File: config.mk
export PLATFORM = sky130hd
export DESIGN_NAME = run_monitor_flat
export DESIGN_NICKNAME = d
export VERILOG_FILES = /design/src/rtl/run_monitor_if.sv /design/src/rtl/run_monitor.sv /design/src/flat_wrapper.sv
export SDC_FILE = /design/constraint.sdc
export NUM_CORES = 1
export LEC_CHECK = 0
export ABC_AREA = 0
export CAP_MARGIN = 40
export CORE_AREA = 4 4 143 145
export DETAILED_ROUTE_END_ITERATION = 7
export DIE_AREA = 0 0 147 149
export PLACE_DENSITY_LB_ADDON = 0.12
export SLEW_MARGIN = 10
export SYNTH_ARGS = -nofsm -noshare
export SYNTH_HDL_FRONTEND = slang
export SYNTH_SLANG_ARGS = --single-unit
File: constraint.sdc
create_clock -name clk -period 2.4 [get_ports clk]
set_input_delay 0.36 -clock clk [delete_from_list [all_inputs] [get_ports clk]]
set_output_delay 0.36 -clock clk [all_outputs]
set_load 0.05 [all_outputs]
File: src/rtl/run_monitor_if.sv
// Observation bus between the CPU-side driver and run_monitor.
// master drives the PC/result stream and clear; slave returns run status.
interface run_monitor_if #(
  parameter int unsigned ADDRESS_WIDTH = 32,
  parameter int unsigned DATA_WIDTH    = 32,
  parameter int unsigned COUNT_WIDTH   = 32
);
  logic [ADDRESS_WIDTH-1:0] pcw;
  logic [DATA_WIDTH-1:0]    result;
  logic                     clear;
  logic                     done;
  logic                     timed_out;
  logic [COUNT_WIDTH-1:0]   cycle_count;
  logic [COUNT_WIDTH-1:0]   pc_changes;
  logic [DATA_WIDTH-1:0]    signature;
  logic [ADDRESS_WIDTH-1:0] halt_pc;

  modport master (
    output pcw, result, clear,
    input  done, timed_out, cycle_count, pc_changes, signature, halt_pc
  );

  modport slave (
    input  pcw, result, clear,
    output done, timed_out, cycle_count, pc_changes, signature, halt_pc
  );
endinterface

File: src/rtl/run_monitor.sv
// Detects program halt (PC held constant), counts cycles/PC changes and folds results into a
// signature. Define RUN_MONITOR_TIMEOUT_EN to build the runaway-program timeout.
module run_monitor #(
  parameter int unsigned ADDRESS_WIDTH  = 32,
  parameter int unsigned DATA_WIDTH     = 32,
  parameter int unsigned COUNT_WIDTH    = 32,
  parameter int unsigned HALT_CYCLES    = 4,
  parameter int unsigned TIMEOUT_CYCLES = 200
) (
  input logic         clk,
  input logic         rst,
  run_monitor_if.slave mon
);

  localparam int unsigned StreakWidth = $clog2(HALT_CYCLES + 1);
  localparam logic [StreakWidth-1:0] HaltCount = StreakWidth'(HALT_CYCLES);

  if (DATA_WIDTH < 2) begin : gen_bad_data_width
    $error("run_monitor: DATA_WIDTH must be at least 2");
  end
  if (HALT_CYCLES < 1) begin : gen_bad_halt_cycles
    $error("run_monitor: HALT_CYCLES must be at least 1");
  end
  if (TIMEOUT_CYCLES < 1) begin : gen_bad_timeout_cycles
    $error("run_monitor: TIMEOUT_CYCLES must be at least 1");
  end

`ifdef RUN_MONITOR_TIMEOUT_EN
  localparam logic [COUNT_WIDTH-1:0] TimeoutCount = COUNT_WIDTH'(TIMEOUT_CYCLES);

  typedef enum logic [1:0] {
    StWait,
    StRun,
    StDone,
    StTimeout
  } state_e;
`else
  typedef enum logic [1:0] {
    StWait,
    StRun,
    StDone
  } state_e;
`endif

  state_e                   state_q, state_d;
  logic [ADDRESS_WIDTH-1:0] prev_pc_q, prev_pc_d;
  logic [StreakWidth-1:0]   streak_q, streak_d;
  logic [COUNT_WIDTH-1:0]   cycle_count_q, cycle_count_d;
  logic [COUNT_WIDTH-1:0]   pc_changes_q, pc_changes_d;
  logic [DATA_WIDTH-1:0]    signature_q, signature_d;
  logic [ADDRESS_WIDTH-1:0] halt_pc_q, halt_pc_d;

  logic [COUNT_WIDTH-1:0]   cycle_inc;
  logic [COUNT_WIDTH-1:0]   pc_changes_inc;
  logic [StreakWidth-1:0]   streak_inc;
  logic                     halt;

  always_comb begin
    state_d       = state_q;
    prev_pc_d     = prev_pc_q;
    streak_d      = streak_q;
    cycle_count_d = cycle_count_q;
    pc_changes_d  = pc_changes_q;
    signature_d   = signature_q;
    halt_pc_d     = halt_pc_q;
    halt          = 1'b0;

    cycle_inc      = (cycle_count_q == '1) ? cycle_count_q : cycle_count_q + COUNT_WIDTH'(1);
    pc_changes_inc = (pc_changes_q == '1) ? pc_changes_q : pc_changes_q + COUNT_WIDTH'(1);
    streak_inc     = streak_q + StreakWidth'(1);

    if (mon.clear) begin
      state_d       = StWait;
      prev_pc_d     = '0;
      streak_d      = '0;
      cycle_count_d = '0;
      pc_changes_d  = '0;
      signature_d   = '0;
      halt_pc_d     = '0;
    end else begin
      unique case (state_q)
        StWait: begin
          prev_pc_d = mon.pcw;
          state_d   = StRun;
        end
        StRun: begin
          cycle_count_d = cycle_inc;
          if (mon.pcw != prev_pc_q) begin
            pc_changes_d = pc_changes_inc;
            signature_d  = {signature_q[DATA_WIDTH-2:0], signature_q[DATA_WIDTH-1]} ^ mon.result;
            prev_pc_d    = mon.pcw;
            streak_d     = '0;
          end else begin
            streak_d = streak_inc;
            if (streak_inc == HaltCount) begin
              halt      = 1'b1;
              state_d   = StDone;
              halt_pc_d = mon.pcw;
            end
          end
`ifdef RUN_MONITOR_TIMEOUT_EN
          // A halt on the budget's last edge takes precedence over the timeout.
          if (!halt && (cycle_inc == TimeoutCount)) begin
            state_d = StTimeout;
          end
`endif
        end
        default: begin
          // Terminal states hold every register until rst or clear.
        end
      endcase
    end
  end

  always_ff @(posedge clk) begin
    if (rst) begin
      state_q       <= StWait;
      prev_pc_q     <= '0;
      streak_q      <= '0;
      cycle_count_q <= '0;
      pc_changes_q  <= '0;
      signature_q   <= '0;
      halt_pc_q     <= '0;
    end else begin
      state_q       <= state_d;
      prev_pc_q     <= prev_pc_d;
      streak_q      <= streak_d;
      cycle_count_q <= cycle_count_d;
      pc_changes_q  <= pc_changes_d;
      signature_q   <= signature_d;
      halt_pc_q     <= halt_pc_d;
    end
  end

  assign mon.done        = (state_q == StDone);
`ifdef RUN_MONITOR_TIMEOUT_EN
  assign mon.timed_out   = (state_q == StTimeout);
`else
  assign mon.timed_out   = 1'b0;
`endif
  assign mon.cycle_count = cycle_count_q;
  assign mon.pc_changes  = pc_changes_q;
  assign mon.signature   = signature_q;
  assign mon.halt_pc     = halt_pc_q;

endmodule

File: src/flat_wrapper.sv
// flat-port wrapper written by rule: the top's interface ports become plain ports
module run_monitor_flat 
#(
  parameter int unsigned ADDRESS_WIDTH  = 32,
  parameter int unsigned DATA_WIDTH     = 32,
  parameter int unsigned COUNT_WIDTH    = 32,
  parameter int unsigned HALT_CYCLES    = 4,
  parameter int unsigned TIMEOUT_CYCLES = 200
)
  (clk, rst, mon_pcw, mon_result, mon_clear, mon_done, mon_timed_out, mon_cycle_count, mon_pc_changes, mon_signature, mon_halt_pc);
  run_monitor_if #(.ADDRESS_WIDTH(ADDRESS_WIDTH), .DATA_WIDTH(DATA_WIDTH), .COUNT_WIDTH(COUNT_WIDTH)) mon_i ();
  input logic clk;
  input logic rst;
  input wire logic [$bits(mon_i.pcw)-1:0] mon_pcw;
  input wire logic [$bits(mon_i.result)-1:0] mon_result;
  input wire logic [$bits(mon_i.clear)-1:0] mon_clear;
  output wire logic [$bits(mon_i.done)-1:0] mon_done;
  output wire logic [$bits(mon_i.timed_out)-1:0] mon_timed_out;
  output wire logic [$bits(mon_i.cycle_count)-1:0] mon_cycle_count;
  output wire logic [$bits(mon_i.pc_changes)-1:0] mon_pc_changes;
  output wire logic [$bits(mon_i.signature)-1:0] mon_signature;
  output wire logic [$bits(mon_i.halt_pc)-1:0] mon_halt_pc;
  assign mon_i.pcw = mon_pcw;
  assign mon_i.result = mon_result;
  assign mon_i.clear = mon_clear;
  assign mon_done = mon_i.done;
  assign mon_timed_out = mon_i.timed_out;
  assign mon_cycle_count = mon_i.cycle_count;
  assign mon_pc_changes = mon_i.pc_changes;
  assign mon_signature = mon_i.signature;
  assign mon_halt_pc = mon_i.halt_pc;
  run_monitor #(.ADDRESS_WIDTH(ADDRESS_WIDTH), .DATA_WIDTH(DATA_WIDTH), .COUNT_WIDTH(COUNT_WIDTH), .HALT_CYCLES(HALT_CYCLES), .TIMEOUT_CYCLES(TIMEOUT_CYCLES)) u_core (.clk(clk), .rst(rst), .mon(mon_i));
endmodule
==> results.txt <==
----------------------------------------------------
[Run status]
  Status ... finished, final reports clean

[Logic synthesis]
  Mapped Cells ... 891
  Synth area leader ... dfxtp_1
  Number of synthesized register bits ... 165
  Net count of the mapped netlist ... a little under 1000
  Commonest cells in the netlist ... 165 x dfxtp_1, 110 x nand2_1, 86 x nand3_1
  Portion of the post-synthesis area used by sequential elements ... 43.6%
  Ys async rst share ... 0%
  Number of synthesized flops with an enable pin ... 0
  Largest cells by area after synthesis ... dfxtp_1 44%, xnor2_1 9.6%, nand3_1 5.7%
  Mapped cell area ... ~7600 sq um
  Top flip-flop cell by instance count after synthesis ... dfxtp_1
  Number of distinct standard cells referenced by the synthesized netlist ... 52
  Number of warnings issued by yosys ... 0
  Area fraction of the dominant cell type after synthesis ... 43.6%
  Post-synthesis area per instance ... 8.51 sq um
  Most common cell in the synthesized netlist ... dfxtp_1

[Cells and area]
  Count of filler cells inserted in the layout ... 1838
  Fraction of final layout cells sized beyond drive strength 1 ... 8.72%
  Count of inserted antenna diode cells ... 0
  Final design area excluding fillers ... 10700 sq um
  Area growth, synth to finish ... 41.3%
  Number of nets at the end of the flow ... 1171

[STA]
  Worst-case headroom to the max-slew limit ... 59.6%
  Hold Violations, Final ... 0
  Setup Total Neg Slack ... 0 ps
  Share of the cycle needed by the critical path after routing ... 96.0%
  Number of setup violations in the final report ... 0
  Slew @ Worst Pin ... 604 ps
  Worst Hold Slack ... 458 ps
  Peak clock frequency supported by timing ... ~430 MHz
  Tmin final ... 2300 ps
  Max-slew violations ... 0
  Worst clock skew ... 15.5 ps
  Post-layout worst setup margin ... between 90 and 100 ps
  Setup repair after global routing missed its margin ... false

[GRT]
  Overflow left after global routing ... 0
  Global-route wire length before repair ... 33400 um
  Number of global-route vias before repair ... 6497
  Global-route usage over all layers ... 18.5%
  Pin count of the biggest net entering global routing ... 65
  Number of antenna violations at the first check in global routing ... 0

[Detailed routing]
  Detail Route Antenna Nets ... 0
  Vias per inst ... 5.05
  Post-detailed-routing wire length ... 20200 um
  DR WL/cell ... 14.7 um
  Total number of vias ... 6952
  First-pass detailed-route iteration total ... 5
  Drt drc ... 0
  Initial DRC Count ... 402

[Place]
  Area after detailed placement ... 10100 sq um
  DPL Wire Length ... 14300 um
  GPL Wtd Cong ... 0.804
  Worst-case setup slack after placement ... -286 ps
  Port Buf Inserts ... between 150 and 200

[CTS]
  Post-CTS setup buffer count ... 0
  Clock Latency Late Sink ... 430 ps
  Clock tree from TritonCTS ... yes
  Num Clock Sinks ... 165
  Worst-case clock buffer depth ... 2
  Clock input transition at the sequential cells of the worst setup and hold paths ... approximately 60 ps
  H-tree depth ... 4
  Post-cts gate resize count ... 0
  Clk root buf ... clkbuf_16
  Hold Buf Count CTS ... 0
  CTS buffer count ... 17

[Power and ir drop]
  Cell leakage power ... 0.00356 uW
  Power density over cell area ... between 500 and 600 nW/um^2
  Maximum resistive drop on vdd ... 0.000500 V

[Critical path]
  Number of cells traversed by the worst register-to-register path ... 6
  Kind of end point of the critical path ... primary output
  Startpoint Class ... flip-flop
  Largest fanout on the critical path ... 3
  Worst path max stage delay ... 890 ps
  Data required time of the worst path ... 2040 ps
  Cell-by-cell listing of the critical path ... inv_1 > nor2_1 > clkdlybuf4s50_1
  Classification of the worst setup path ... reg -> out
  Arrival time at the worst endpoint ... ~1900 ps
  Critical-path top delay cell ... clkdlybuf4s50_1

[Job]
  Reported max-cap violation count ... 0

[Min path]
  Hold Path Class ... reg -> reg
  Cells on Worst Hold Path ... 2

[Floorplan]
  Area of the die ... 21900 sq um
  Core Rows ... 51
  Top Ports ... 197
  Core Box Area ... between 15000 and 20000 sq um
  Effective utilization at floorplan ... 39.5%
  Height of the chip ... 149 um
  Die Span X ... 147 um

----------------------------------------------------
critical path, delay by kind of cell (launching register included):
kind | cells | cell delay, ps
buffers and inverters | 2 | 980
flip-flops | 1 | 390
AND/OR/NAND/NOR | 1 | 150
registers in the layout, summed over array words and instances, names as in the netlist:
register and count:
u_core.mon.halt_pc 32, u_core.prev_pc_q 32, u_core.mon.pc_changes 32, u_core.state_q 2, u_core.streak_q 3, u_core.mon.signature 32, u_core.mon.cycle_count 32
cells in the final DEF (no fill, tap or decap), types with 11 or more instances in the layout:
cell type / n
a211oi_1: 32
a21oi_1: 16
and3_1: 15
buf_4: 43
clkbuf_16: 17
clkdlybuf4s50_1: 195
dfxtp_1: 165
mux2i_1: 19
nand2_1: 110
nand3_1: 86
nand4_1: 28
nor2_1: 69
nor3_1: 17
o21ai_0: 63
o21ai_1: 11
or3_1: 29
xnor2_1: 83
final cells by class:
class / instances / area [sq um] / share of cell area [%]
Clock buffer: 19 / 453 / 4.23
Clock inverter: 12 / 121 / 1.13
Inverter: 6 / 22.5 / 0.210
Multi-Input combinational cell: 662 / 4000 / 37.4
Sequential cell: 165 / 3300 / 30.9
Tap cell: 265 / 332 / 3.10
Timing Repair Buffer: 248 / 2470 / 23.1
path summary, 6_finish.rpt:
path                            start                        end  slack (ps)
max                 u_core.state_q[1]                   mon_done         100
min            u_core.mon.halt_pc[12]     u_core.mon.halt_pc[12]         460
max reg2reg  u_core.mon.pc_changes[0]  u_core.mon.pc_changes[24]         300
min reg2reg    u_core.mon.halt_pc[12]     u_core.mon.halt_pc[12]         460
where the power goes:
group | internal [uW] | total, uW | switching [uW]
clock | 1500 | 2660 | 1170
sequential | 2780 | 2820 | 35.2
combinational | 287 | 599 | 312
total | 4560 | 6080 | 1510
through the flow:
| stage | power [uW] | cells | util (%) |
|---|---|---|---|
| 6_report | 6080 | 1377 | 55.7 |
| 5_1_grt | 6310 | 1377 | 55.7 |
| 4_1_cts | 6150 | 1377 | 55.7 |
| 3_5_place_dp | 3480 | 1346 | 52.8 |
| 3_3_place_gp | 3480 | 1346 | 52.8 |
| 2_1_floorplan | 3190 | 891 | - |
cells by family after synthesis:
logic type                 count (synthesis)  synth area share, %
and+or+nand+nor                          402                 27.0
adders and majority gates                  4                0.660
DFF                                      165                 43.6
AOI/OAI and AO/OA                        143                 11.5
xor gates and xnor gates                  93                 10.7
muxes                                     19                 2.51
buffers and inverters                     64                 3.95
other                                      1               0.0495
layer usage:
metal / track usage (%) / share of wire, % / wire length [um]
met3: 5.23 / 6.0 / 1210
met4: 4.71 / 1.0 / 202
met1: 25.1 / 47 / 9510
met2: 29.1 / 46 / 9320
met5: 0 / 0 / 0
No activity file was read; power rests on OpenSTA's default activity.
